<file path="src/rtl/decode_queue_pkg.sv">
// Shared decode definitions: opcodes, funct7 values,
// instruction format enum and decoded-record width helper.
package decode_queue_pkg;

  localparam logic [6:0] LUI       = 7'b0110111;
  localparam logic [6:0] AUIPC     = 7'b0010111;
  localparam logic [6:0] JAL       = 7'b1101111;
  localparam logic [6:0] JALR      = 7'b1100111;
  localparam logic [6:0] BRANCH    = 7'b1100011;
  localparam logic [6:0] LOAD      = 7'b0000011;
  localparam logic [6:0] STORE     = 7'b0100011;
  localparam logic [6:0] OP_IMM    = 7'b0010011;
  localparam logic [6:0] OP        = 7'b0110011;
  localparam logic [6:0] OP_IMM_32 = 7'b0011011;
  localparam logic [6:0] OP_32     = 7'b0111011;

  localparam logic [6:0] F7_BASE = 7'b0000000;
  localparam logic [6:0] F7_ALT  = 7'b0100000;

  typedef enum logic [2:0] {
    FMT_R,
    FMT_I,
    FMT_S,
    FMT_B,
    FMT_U,
    FMT_J,
    FMT_ILLEGAL
  } instr_fmt_t;

  // Bits in a decoded record: opcode, 3 regs, funct3/7,
  // fmt, rd_we, illegal plus an XLEN-wide immediate.
  function automatic int dec_width(input int xlen);
    return xlen + 7 + 15 + 3 + 7 + 3 + 2;
  endfunction

endpackage

</file>
<file path="src/rtl/decode_comb.sv">
// Combinational RV32I/RV64I field decoder with
// format classification and legality checking.
module decode_comb
  import decode_queue_pkg::*;
#(
  parameter int XLEN = 32
) (
  input  logic [31:0]                  instr,
  output logic [dec_width(XLEN)-1:0]   dec
);

  typedef struct packed {
    logic [6:0]      opcode;
    logic [4:0]      rd;
    logic [4:0]      rs1;
    logic [4:0]      rs2;
    logic [2:0]      funct3;
    logic [6:0]      funct7;
    logic [XLEN-1:0] imm;
    instr_fmt_t      fmt;
    logic            rd_we;
    logic            illegal;
  } decoded_instr_t;

  decoded_instr_t d;

  logic [6:0]      opc;
  logic [2:0]      f3;
  logic [6:0]      f7;
  logic [XLEN-1:0] imm_i;
  logic [XLEN-1:0] imm_s;
  logic [XLEN-1:0] imm_b;
  logic [XLEN-1:0] imm_u;
  logic [XLEN-1:0] imm_j;

  assign opc = instr[6:0];
  assign f3  = instr[14:12];
  assign f7  = instr[31:25];

  assign imm_i = XLEN'($signed(instr[31:20]));
  assign imm_s = XLEN'($signed({instr[31:25], instr[11:7]}));
  assign imm_b = XLEN'($signed({instr[31], instr[7],
                   instr[30:25], instr[11:8], 1'b0}));
  assign imm_u = XLEN'($signed({instr[31:12], 12'b0}));
  assign imm_j = XLEN'($signed({instr[31], instr[19:12],
                   instr[20], instr[30:21], 1'b0}));

  instr_fmt_t fmt;
  logic       bad;
  logic       shift_bad;

  // Shift-immediate encodings: RV64 frees bit 25 for shamt[5]
  always_comb begin
    shift_bad = 1'b0;
    if (XLEN == 64) begin
      if (f3 == 3'b001)
        shift_bad = instr[31:26] != 6'b000000;
      else if (f3 == 3'b101)
        shift_bad = (instr[31:26] != 6'b000000) &&
                    (instr[31:26] != 6'b010000);
    end else begin
      if (f3 == 3'b001)
        shift_bad = f7 != F7_BASE;
      else if (f3 == 3'b101)
        shift_bad = (f7 != F7_BASE) && (f7 != F7_ALT);
    end
  end

  // Classify opcode into a format and flag bad encodings
  always_comb begin
    fmt = FMT_ILLEGAL;
    bad = 1'b0;
    unique case (1'b1)
      (opc == LUI), (opc == AUIPC): fmt = FMT_U;
      (opc == JAL): fmt = FMT_J;
      (opc == JALR): begin
        fmt = FMT_I;
        bad = f3 != 3'b000;
      end
      (opc == BRANCH): begin
        fmt = FMT_B;
        bad = (f3 == 3'b010) || (f3 == 3'b011);
      end
      (opc == LOAD): begin
        fmt = FMT_I;
        bad = (f3 == 3'b111) ||
              ((XLEN == 32) &&
               ((f3 == 3'b011) || (f3 == 3'b110)));
      end
      (opc == STORE): begin
        fmt = FMT_S;
        bad = f3 > ((XLEN == 32) ? 3'd2 : 3'd3);
      end
      (opc == OP_IMM): begin
        fmt = FMT_I;
        bad = shift_bad;
      end
      (opc == OP): begin
        fmt = FMT_R;
        bad = !((f7 == F7_BASE) ||
                ((f7 == F7_ALT) &&
                 ((f3 == 3'b000) || (f3 == 3'b101))));
      end
      ((XLEN == 64) && (opc == OP_IMM_32)): fmt = FMT_I;
      ((XLEN == 64) && (opc == OP_32)): fmt = FMT_R;
      default: bad = 1'b1;
    endcase
  end

  // Populate only the fields the format uses
  always_comb begin
    d        = '0;
    d.opcode = opc;
    if (bad) begin
      d.fmt     = FMT_ILLEGAL;
      d.illegal = 1'b1;
    end else begin
      d.fmt = fmt;
      case (fmt)
        FMT_R: begin
          d.rd     = instr[11:7];
          d.rs1    = instr[19:15];
          d.rs2    = instr[24:20];
          d.funct3 = f3;
          d.funct7 = f7;
        end
        FMT_I: begin
          d.rd     = instr[11:7];
          d.rs1    = instr[19:15];
          d.funct3 = f3;
          d.imm    = imm_i;
        end
        FMT_S: begin
          d.rs1    = instr[19:15];
          d.rs2    = instr[24:20];
          d.funct3 = f3;
          d.imm    = imm_s;
        end
        FMT_B: begin
          d.rs1    = instr[19:15];
          d.rs2    = instr[24:20];
          d.funct3 = f3;
          d.imm    = imm_b;
        end
        FMT_U: begin
          d.rd  = instr[11:7];
          d.imm = imm_u;
        end
        FMT_J: begin
          d.rd  = instr[11:7];
          d.imm = imm_j;
        end
        default: d.illegal = 1'b1;
      endcase
      d.rd_we = (fmt != FMT_S) && (fmt != FMT_B) &&
                (d.rd != 5'd0);
    end
  end

  assign dec = d;

endmodule

</file>
<file path="src/rtl/decode_queue.sv">
// Registered decode stage: decodes fetched instructions
// into a DEPTH-entry FIFO with valid/ready and flush.
module decode_queue
  import decode_queue_pkg::*;
#(
  parameter int XLEN  = 32,
  parameter int DEPTH = 2
) (
  input  logic                       clk,
  input  logic                       rst,
  input  logic                       flush,
  input  logic                       in_valid,
  output logic                       in_ready,
  input  logic [31:0]                in_instr,
  input  logic [XLEN-1:0]            in_pc,
  output logic                       out_valid,
  input  logic                       out_ready,
  output logic [XLEN-1:0]            out_pc,
  output logic [6:0]                 out_opcode,
  output logic [4:0]                 out_rd_addr,
  output logic [4:0]                 out_rs1_addr,
  output logic [4:0]                 out_rs2_addr,
  output logic [2:0]                 out_funct3,
  output logic [6:0]                 out_funct7,
  output logic [XLEN-1:0]            out_imm,
  output instr_fmt_t                 out_fmt,
  output logic                       out_rd_we,
  output logic                       out_illegal,
  output logic [$clog2(DEPTH+1)-1:0] count
);

  localparam int AW = $clog2(DEPTH);
  localparam int CW = $clog2(DEPTH + 1);

  typedef struct packed {
    logic [6:0]      opcode;
    logic [4:0]      rd;
    logic [4:0]      rs1;
    logic [4:0]      rs2;
    logic [2:0]      funct3;
    logic [6:0]      funct7;
    logic [XLEN-1:0] imm;
    instr_fmt_t      fmt;
    logic            rd_we;
    logic            illegal;
  } decoded_instr_t;

  typedef struct packed {
    logic [XLEN-1:0] pc;
    decoded_instr_t  dec;
  } entry_t;

  decoded_instr_t dec_in;
  entry_t         mem [DEPTH];
  entry_t         head;
  logic [AW-1:0]  rptr;
  logic [AW-1:0]  wptr;
  logic [CW-1:0]  cnt;
  logic           push;
  logic           pop;

  decode_comb #(
    .XLEN (XLEN)
  ) u_dec (
    .instr (in_instr),
    .dec   (dec_in)
  );

  assign in_ready  = cnt != CW'(DEPTH);
  assign out_valid = cnt != '0;
  assign push      = in_valid && in_ready && !flush;
  assign pop       = out_valid && out_ready && !flush;

  // FIFO state; reset clears storage, flush only empties
  always_ff @(posedge clk) begin
    if (rst) begin
      rptr <= '0;
      wptr <= '0;
      cnt  <= '0;
      for (int i = 0; i < DEPTH; i++)
        mem[i] <= '0;
    end else if (flush) begin
      rptr <= '0;
      wptr <= '0;
      cnt  <= '0;
    end else begin
      if (push) begin
        mem[wptr] <= '{pc: in_pc, dec: dec_in};
        wptr      <= wptr + AW'(1);
      end
      if (pop)
        rptr <= rptr + AW'(1);
      cnt <= cnt + CW'(push) - CW'(pop);
    end
  end

  assign head         = mem[rptr];
  assign out_pc       = head.pc;
  assign out_opcode   = head.dec.opcode;
  assign out_rd_addr  = head.dec.rd;
  assign out_rs1_addr = head.dec.rs1;
  assign out_rs2_addr = head.dec.rs2;
  assign out_funct3   = head.dec.funct3;
  assign out_funct7   = head.dec.funct7;
  assign out_imm      = head.dec.imm;
  assign out_fmt      = head.dec.fmt;
  assign out_rd_we    = head.dec.rd_we;
  assign out_illegal  = head.dec.illegal;
  assign count        = cnt;

endmodule

</file>
<file path="config.mk">
export PLATFORM = sky130hd
export DESIGN_NAME = decode_queue
export DESIGN_NICKNAME = d
export VERILOG_FILES = /design/src/rtl/decode_queue_pkg.sv /design/src/rtl/decode_comb.sv /design/src/rtl/decode_queue.sv
export SDC_FILE = /design/constraint.sdc
export NUM_CORES = 1
export LEC_CHECK = 0
export BUFFER_PORTS_ARGS = -buffer_cell sky130_fd_sc_hd__buf_2
export CAP_MARGIN = 20
export CORE_ASPECT_RATIO = 1.1
export CORE_UTILIZATION = 40
export DETAILED_ROUTE_END_ITERATION = 7
export PLACE_DENSITY = 0.59
export SLEW_MARGIN = 20
export SYNTH_ARGS = -nofsm -noshare
export SYNTH_HDL_FRONTEND = slang
export SYNTH_SLANG_ARGS = --single-unit
</file>
<file path="constraint.sdc">
create_clock -name clk -period 7.88 [get_ports clk]
set_clock_uncertainty 0.2 [all_clocks]
set_input_delay 0.394 -clock clk [delete_from_list [all_inputs] [get_ports clk]]
set_output_delay 0.394 -clock clk [all_outputs]
set_load 0.03 [all_outputs]
</file>
==> summary.txt <==
routed vias: 6119
gr usage total: 17.8%
global route overflow: 0
vias in the first global route: 6047
Root Driver: clkbuf_16
core area: 23600 um^2
Final setup viols: 0
post-synthesis sequential area ratio: 64.2%
top cell family by delay on the critical path: buffers and inverters
synth-to-layout area growth: 22.6%
area post-placement: 10700 um^2
most common library cell in the layout ignoring fill and taps: edfxtp_1
first-pass GRT wire length: 33200 um
Max VDD drop: 141 uV
CP Class: reg -> out
unrepaired setup endpoints after global routing: false
RR Startpoint: count[1]
r2r worst-path depth: 6
hold wc startpoint: in_instr[17]
Hold Crit Depth: 2
Final Hold Viols: 0
min cycle time layout: 3.29 ns
nets: 958
number of core rows: 59
Final Cycle Share: 41.7%
instance count on the critical path: 3
mean routed wirelength per cell: 18.3 um
CP endpoint kind: output pin
area of the mapped netlist: 9610 um^2
Worst-Margin Slew: 1.07 ns
Critical Path Max Stage Delay: 0.82 ns
Max-Cap Viols: 0
Synth Instances: 680
antenna violations before repair: 2
yosys warns: 0
detailed-route DRC error count: 0
leading cell types in the layout, fill and taps excluded: 202 x edfxtp_1, 173 x buf_2, 102 x mux2_2
CTS HTree Levels: 1
DRT iter0 DRCs: 282
Bufs on Longest Clock Path: 3
Netlist cell types: 51
Max stage delay cell, worst path: buf_4
#FFs+latches synth: 207
CP startpoint kind: flop
Final Cell Area: 11800 um^2
Post-CTS Setup Inserts: 0
GP Congestion: 0.781
First-pass DRT Iterations: 4
Routed Wire Length: 22100 um
placed cells: 1132
P_leak: 0.00461 uW
Critical Path RT: 7.29 ns
Final TNS setup: 0 ns
HPWL after DPL: 14000 um
Hold WS: 0.0325 ns
Routed Antenna Nets: 0
Final Max Tran Viols: 0
Avg Inst Size Synth: 14.1 um^2
asr flop ratio synth: 0%
Initial Util: 40.7%
Chip Height: 165 um
# fillers: 2128
clk sinks: 207
top-area cell type share of the netlist area: 63.1%
status: completed
Crit path arrival time: 2.69 ns
Hold/Removal Path Class: in -> reg
slew margin rel.: 28.7%
PwrDens: 210 nW/um^2
cell breakdown of the critical path: buf_4, mux2_2, buf_2
die area: 24600 um^2
layout cell share with drive strength beyond 1: 39.2%
CTS tree: built
Area contributors post-synth: edfxtp_1 63%, mux2_2 12%, and2_1 6.2%
number of synthesized flops with an enable pin: 202
area leader, netlist: edfxtp_1
largest net degree at the start of global routing: 71
Setup crit end: out_imm[11]
CP max FO: 70
vias per inst: 5.07
flop2flop setup slack: 4.93 ns
worst skew pair latency: 0.50 ns
non-filler instance count after layout: 1208
RR Endpoint: mem[0][8]
f_max: 304 MHz
Pwr Total: 2470 uW
port bufs: 173
Clock transition at path regs: 0.06 ns
# IOs: 174
buffer and inverter count on the worst path: 2
CTS Buf Count: 23
Die Width: 150 um
Post-synth top flop: edfxtp_1
-- kinds of logic (layout without fill, tap and decap cells) --
family	Yosys count	count (layout)	synth area share, %
other	1	14	0.0390
AND/OR/NAND/NOR	263	263	17.2
multiplexers	102	102	12.0
XOR/XNOR	4	4	0.365
flip-flops	207	207	64.2
buffers and inverters	48	258	2.47
AO/OA/AOI/OAI	53	53	3.53
adder cells (fa/ha/maj)	2	2	0.260
-- sequential cells by signal, summed over array words and instances (netlist names), named ones only --
name and count:
mem 202, wptr 1, rptr 1, count 2
-- worst register-to-register path: stages (launching register included) --
cell	delay, ns
dfxtp_1	0.35
nor2b_4	0.15
or3_4	0.36
or3_1	0.46
or4_2	0.65
buf_4	0.35
and2b_2	0.31
-- stage by stage --
| step | utilization (%) | setup slack [ns] |
|---|---|---|
| 6_report | 49.9 | 4.59 |
| 5_1_grt | 49.8 | 4.47 |
| 4_1_cts | 49.7 | 4.53 |
| 3_5_place_dp | 45.5 | 4.33 |
| 3_3_place_gp | 45.5 | 4.46 |
| 2_1_floorplan | - | 1.44 |
-- repair_timing --
action / CTS / global route
hold endpoints to repair: 66 / 0
hold buffers: 34 / 0
resized for setup: 0 / 0
-- final cells by class --
class / instances / area (um^2) / area share, %
flip-flops and latches: 207 / 6170 / 52.4
clock buffers: 26 / 587 / 4.98
well taps: 305 / 382 / 3.24
multi-input cells: 436 / 3270 / 27.8
inverters: 5 / 18.8 / 0.159
clock inverters: 13 / 66.3 / 0.563
diodes: 2 / 5.00 / 0.0425
repair buffers: 214 / 1280 / 10.9
-- synthesized netlist by cell type (2+ instances only) --
cell and n:
a22oi_1 2, nand2_1 16, ha_1 2, dfxtp_1 5, nor2_4 19, mux2_2 102, nor3_1 20, nand2b_1 2
or4_1 4, o21a_1 4, and4_1 13, xor2_1 2, and2b_2 4, buf_12 2, or3_1 4, nand3b_1 3
nor2b_1 6, a211o_1 2, and3_1 12, buf_6 3, inv_1 5, nand3_1 4, and2_1 95, xnor2_1 2
clkbuf_1 36, a22o_1 4, and3b_1 3, or2_2 4, o21ai_0 6, o21bai_1 2, edfxtp_1 202, nor2_1 42
a21oi_1 26, nor4_1 5
-- how the worst min path moves through the flow --
stage	to	slack (ns)
2_1_floorplan	flop	0.27
3_3_place_gp	flop	0.28
3_5_place_dp	flop	0.29
4_1_cts	mem[1][51]	0.02
5_1_grt	mem[1][51]	0.03
6_report	mem[0][54]	0.03
-- power by group --
part / switching [uW] / leakage, uW / internal [uW]
Clock: 411 / 0.000315 / 531
Sequential: 13.0 / 0.00215 / 1260
Combinational: 168 / 0.00215 / 88.4
-- metal layers --
layer	GRT usage, %	wire length, um	vias up
li1	-	-	2907
met1	21.9	9250	2994
met2	30.9	10900	192
met3	4.28	1580	26
met4	4.68	359	0
met5	0	0	-
Power figures use the tool's default switching activity.
